$ cat src/rtl/seven_seg_scan_controller.sv
// seven_seg_scan_controller
//   Time-multiplexes a 4-digit seven-segment display. A single counter times
//   an all-off blanking gap followed by a lit phase for each digit in turn
//   (digit 0..3). This suppresses ghosting between digits. The controller
//   also holds the Y/OP values shown on the display. New values arrive via a
//   valid/ready handshake into a shadow register. They are copied to Y/OP
//   only at a frame boundary, so a frame never shows half-old, half-new data.
//
// Parameters
//   DIGIT_CYCLES  clk cycles each digit is lit (>= 1)
//   BLANK_CYCLES  clk cycles of all-anodes-off before each digit (0 = none)
//
// Ports
//   clk         in   rising-edge clock
//   rst         in   asynchronous active-high reset
//   en          in   scan enable; 0 keeps the display dark
//   load_valid  in   new display value offered
//   load_ready  out  a value can be accepted (no commit pending)
//   y_in        in   [7:0] result to display
//   op_in       in   [3:0] opcode to display
//   anode       out  [3:0] active-low digit strobe
//   Y           out  [7:0] committed result
//   OP          out  [3:0] committed opcode
//   digit_idx   out  [1:0] current digit 0..3
//   frame_tick  out  one-cycle pulse after the digit-3 lit phase ends
module seven_seg_scan_controller #(
  parameter int DIGIT_CYCLES = 100000,
  parameter int BLANK_CYCLES = 16
) (
  input  logic       clk,
  input  logic       rst,
  input  logic       en,
  input  logic       load_valid,
  output logic       load_ready,
  input  logic [7:0] y_in,
  input  logic [3:0] op_in,
  output logic [3:0] anode,
  output logic [7:0] Y,
  output logic [3:0] OP,
  output logic [1:0] digit_idx,
  output logic       frame_tick
);

  localparam int MAX_CYCLES = (DIGIT_CYCLES > BLANK_CYCLES) ? DIGIT_CYCLES : BLANK_CYCLES;
  localparam int CNT_W      = $clog2((MAX_CYCLES > 2) ? MAX_CYCLES : 2);
  localparam logic [CNT_W-1:0] DIGIT_LAST = CNT_W'(DIGIT_CYCLES - 1);
  localparam logic [CNT_W-1:0] BLANK_LAST = CNT_W'((BLANK_CYCLES > 0) ? BLANK_CYCLES - 1 : 0);

  typedef enum logic {
    BLANK = 1'b0,
    SHOW  = 1'b1
  } state_t;

  // Without a blank phase the scan lives entirely in SHOW. This is also
  // where the scan (re)starts after reset or en=0.
  localparam state_t START_STATE = (BLANK_CYCLES == 0) ? SHOW : BLANK;

  state_t           state, state_n;
  logic [CNT_W-1:0] cnt, cnt_n;
  logic [1:0]       digit_n;
  logic [3:0]       anode_n;
  logic             tick_n;
  logic [11:0]      shadow, shadow_n;
  logic [11:0]      disp_n;
  logic             pending, pending_n;
  logic             show_end;
  logic             frame_end;
  logic             commit;

  // Active-low strobe with exactly one digit selected.
  function automatic logic [3:0] digit_strobe(input logic [1:0] idx);
    logic [3:0] onehot;
    onehot = 4'b0001 << idx;
    return ~onehot;
  endfunction

  assign load_ready = ~pending;

  always_comb begin
    state_n   = state;
    cnt_n     = cnt;
    digit_n   = digit_idx;
    show_end  = 1'b0;

    if (!en) begin
      state_n = START_STATE;
      cnt_n   = '0;
      digit_n = '0;
    end else begin
      case (state)
        BLANK: begin
          if (cnt == BLANK_LAST) begin
            state_n = SHOW;
            cnt_n   = '0;
          end else begin
            cnt_n = cnt + CNT_W'(1);
          end
        end
        SHOW: begin
          if (cnt == DIGIT_LAST) begin
            show_end = 1'b1;
            cnt_n    = '0;
            digit_n  = digit_idx + 2'd1;
            state_n  = START_STATE;
          end else begin
            cnt_n = cnt + CNT_W'(1);
          end
        end
      endcase
    end

    frame_end = show_end && (digit_idx == 2'd3);
    tick_n    = frame_end;

    // The anode register is computed from the next state. This keeps the
    // strobe aligned with the phase it belongs to, not one cycle late.
    anode_n = (en && (state_n == SHOW)) ? digit_strobe(digit_n) : 4'b1111;

    // Commit and capture are mutually exclusive because capture needs
    // pending=0 and commit needs pending=1. While dark (en=0) there is no
    // frame to tear, so a pending value is taken straight away.
    commit    = pending && (!en || frame_end);
    disp_n    = {Y, OP};
    shadow_n  = shadow;
    pending_n = pending;
    if (commit) begin
      disp_n    = shadow;
      pending_n = 1'b0;
    end else if (load_valid && !pending) begin
      shadow_n  = {y_in, op_in};
      pending_n = 1'b1;
    end
  end

  always_ff @(posedge clk or posedge rst) begin
    if (rst) begin
      state      <= START_STATE;
      cnt        <= '0;
      digit_idx  <= '0;
      anode      <= 4'b1111;
      frame_tick <= 1'b0;
      Y          <= '0;
      OP         <= '0;
      shadow     <= '0;
      pending    <= 1'b0;
    end else begin
      state      <= state_n;
      cnt        <= cnt_n;
      digit_idx  <= digit_n;
      anode      <= anode_n;
      frame_tick <= tick_n;
      Y          <= disp_n[11:4];
      OP         <= disp_n[3:0];
      shadow     <= shadow_n;
      pending    <= pending_n;
    end
  end

endmodule

$ cat config.mk
export PLATFORM = sky130hd
export DESIGN_NAME = seven_seg_scan_controller
export DESIGN_NICKNAME = d
export VERILOG_FILES = /design/src/rtl/seven_seg_scan_controller.sv
export SDC_FILE = /design/constraint.sdc
export NUM_CORES = 1
export LEC_CHECK = 0
export CORE_MARGIN = 3
export CORE_UTILIZATION = 49
export CTS_BUF_LIST = sky130_fd_sc_hd__clkbuf_4 sky130_fd_sc_hd__clkbuf_8
export DETAILED_ROUTE_END_ITERATION = 10
export MAX_ROUTING_LAYER = met4
export PLACE_DENSITY = 0.77
export SLEW_MARGIN = 5
export SYNTH_ARGS = -nofsm -noshare
export SYNTH_HDL_FRONTEND = slang
export SYNTH_SLANG_ARGS = --single-unit
$ cat constraint.sdc
create_clock -name clk -period 2 [get_ports clk]
set_input_delay 0.4 -clock clk [delete_from_list [all_inputs] [get_ports clk]]
set_output_delay 0.4 -clock clk [all_outputs]
set_load 0.005 [all_outputs]
==> results_dict.tcl <==
set metrics [dict create \
    status "completed" \
    endpoint_kind "register" \
    die_x_um 72.5 \
    power_density_mw_per_mm2 894 \
    overflow 0 \
    grt_use_total_pct 17.2 \
    leakage_nw 1.24 \
    clockRootBuffer "clkbuf_8" \
    drv_slew 0 \
    port_buffers 35 \
    num_io_pins 36 \
    initial_utilization_pct 52.3 \
    setup_tns_ps 0 \
    clock_sink_count 50 \
    syn_to_final_growth_pct 27.6 \
    syn_area_mm2 0.00217 \
    die_h_um 72.5 \
    totalWireLength_mm 3.96 \
    critPathMaxFanout 12 \
    cts_resized 2 \
    criticalPathCategory "register to register" \
    dpl.hpwl_mm 2.77 \
    max-vdd-ir-drop_v 0.000633 \
    grt_pass1_wl_mm 6.68 \
    grt_pass1_vias 1432 \
    drt-pass1-iter-count 4 \
    place_ws_ps 12.4 \
    fmax_mhz 504 \
    stdcell_count 268 \
    synth_flop_cell "dfrtp_1" \
    clk_latency_ps 310 \
    clkTransAtPathRegs_ps 90 \
    antenna_found_initial 0 \
    timing.final.crit_share_pct 99.2 \
    nets 235 \
    drt_iter0_drc 66 \
    cts_tree "yes" \
    vias 1422 \
    yosys_warnings 0 \
    post_cts_buffers 0 \
    gp_congestion 0.787 \
    std_cell_rows 23 \
    drive_above_1_share_pct 25.2 \
    drtAntennaViolNets 0 \
    synth_fp_nets 185 \
    wl_per_cell_um 14.8 \
    crit_path_top_delay_cell "dfrtp_1" \
    core_mm2 0.00414 \
    critPathArrivalTime_ps 2180 \
    drc 0 \
    drv_cap 0 \
    fillerInstances 298 \
    start_kind "register" \
    syn_inst 167 \
    synthArstFlopShare_pct 100 \
    dp.cells 260 \
    fin_util_pct 66.8 \
    synth_cell_types 32 \
    skew_ps 6.42 \
    synth_edf_count 0 \
    slew_headroom_pct 70.6 \
    synth_area_per_cell_um2 13.0 \
    rsz0062_at_grt "yes" \
    viasPerCell 5.31 \
    finalCriticalPeriod_ps 1980 \
    max_slew.worst_pin.slew_ps 440 \
    dieArea_mm2 0.00526 \
    ctsHoldBuffers 0 \
    final_common_cell "dfrtp_1" \
    max_stage_delay_ps 360 \
    cts_made_buffers 5 \
    mostFrequentLayoutCells "dfrtp_1, clkdlybuf4s50_1, nor2_1" \
    cts_max_level 2 \
    finalSetupViolations 0 \
    fin_ws_ps 16.7 \
    synth-seq-area-share_pct 57.9 \
    finalHoldViolCount 0 \
    worstPathRequired_ps 2200 \
    yosys_register_bits 50 \
    crit_chain "ha_2 > and4_1 > nand2_2 > or2_4 > o32ai_4 > buf_12 > mux2_4" \
    hp-class "input port to async pin" \
    grt_max_degree 51 \
    cts_max_path_buffers 2 \
    diodes 0 \
]
==> per-stage QoR <==
| stage | total power, mW | cell area, um2 | hold WS, ps |
|---|---|---|---|
| 2_1_floorplan | 1.55 | 2170 | 452 |
| 3_3_place_gp | 1.85 | 2660 | 482 |
| 3_5_place_dp | 1.87 | 2660 | 493 |
| 4_1_cts | 2.51 | 2770 | 502 |
| 5_1_grt | 2.61 | 2770 | 526 |
| 6_report | 2.48 | 2770 | 491 |
==> synthesized netlist by cell type, types with 3 or more instances <==
| library cell | count | area share [%] |
|---|---|---|
| nor2_1 | 23 | 4.0 |
| xnor2_1 | 4 | 1.6 |
| nand2_1 | 5 | 0.87 |
| and3_1 | 4 | 1.2 |
| mux2_2 | 14 | 7.3 |
| nand3_1 | 9 | 2.1 |
| xor2_1 | 12 | 4.8 |
| dfstp_2 | 4 | 4.8 |
| inv_1 | 5 | 0.87 |
| nand4_1 | 5 | 1.4 |
| mux2_4 | 10 | 6.9 |
| nor4_1 | 3 | 0.87 |
| dfrtp_1 | 46 | 53 |
==> power by group <==
part / internal, mW / switching (mW) / leakage (nW)
registers: 1.18 / 0.0926 / 0.626
clock network: 0.285 / 0.340 / 0.0514
logic: 0.421 / 0.160 / 0.565
==> final timing paths <==
path,start,endpoint,slack (ps),cells past startpoint
min in group clk,shadow[1],OP[1],510,1
worst max register to register,cnt[1],OP[0],20,7
max in group asynchronous,rst,anode[0],1230,3
worst min-delay path,rst,shadow[5],490,3
worst min register to register,shadow[1],OP[1],510,1
worst max-delay path,cnt[1],OP[0],20,7
==> cell families (layout without fill, tap and decap cells) <==
group                      after synthesis  in the layout  synth area share (%)
muxes                                   25             25                  14.7
buffers and inverters                   10             61                  3.00
and+or+nand+nor                         60             60                  14.0
adders and majority gates                2              2                  1.15
AOI/OAI and AO/OA                        4              4                  2.83
xor gates and xnor gates                16             16                  6.46
DFF                                     50             50                  57.9
==> sequential cells by signal, indices dropped and copies added, names as in the netlist <==
| register | cells |
|---|---|
| cnt | 17 |
| Y | 8 |
| shadow | 12 |
| anode | 4 |
| frame_tick | 1 |
| OP | 4 |
| state | 1 |
| pending | 1 |
| digit_idx | 2 |
==> critical path: cells and delay by family, from the launching register on <==
family,cells,cell delay [ps]
AND/OR/NAND/NOR,3,540
AO/OA/AOI/OAI,1,290
flip-flops,1,360
buffers and inverters,1,200
adder cells (fa/ha/maj),1,170
multiplexers,1,310
==> per-layer routing <==
metal | share of wire, % | vias up | wire length (um) | GRT usage [%]
met5 | 0 | - | 0 | -
met4 | 2.3 | 0 | 93 | 8.61
met3 | 5.6 | 12 | 222 | 5.54
met2 | 48 | 44 | 1920 | 26.1
met1 | 44 | 699 | 1730 | 20.7
li1 | - | 667 | - | -
==> cell type report <==
class                           count  area (um2)  share of cell area (%)
Clock buffer                        6        82.6                    2.98
Clock inverter                      2        17.5                   0.633
Inverter                            5        18.8                   0.678
Multi-Input combinational cell    107         857                    31.0
Sequential cell                    50        1260                    45.4
Tap cell                           50        62.6                    2.26
Timing Repair Buffer               48         473                    17.1
Note: power is estimated with default switching activity, not from simulation.
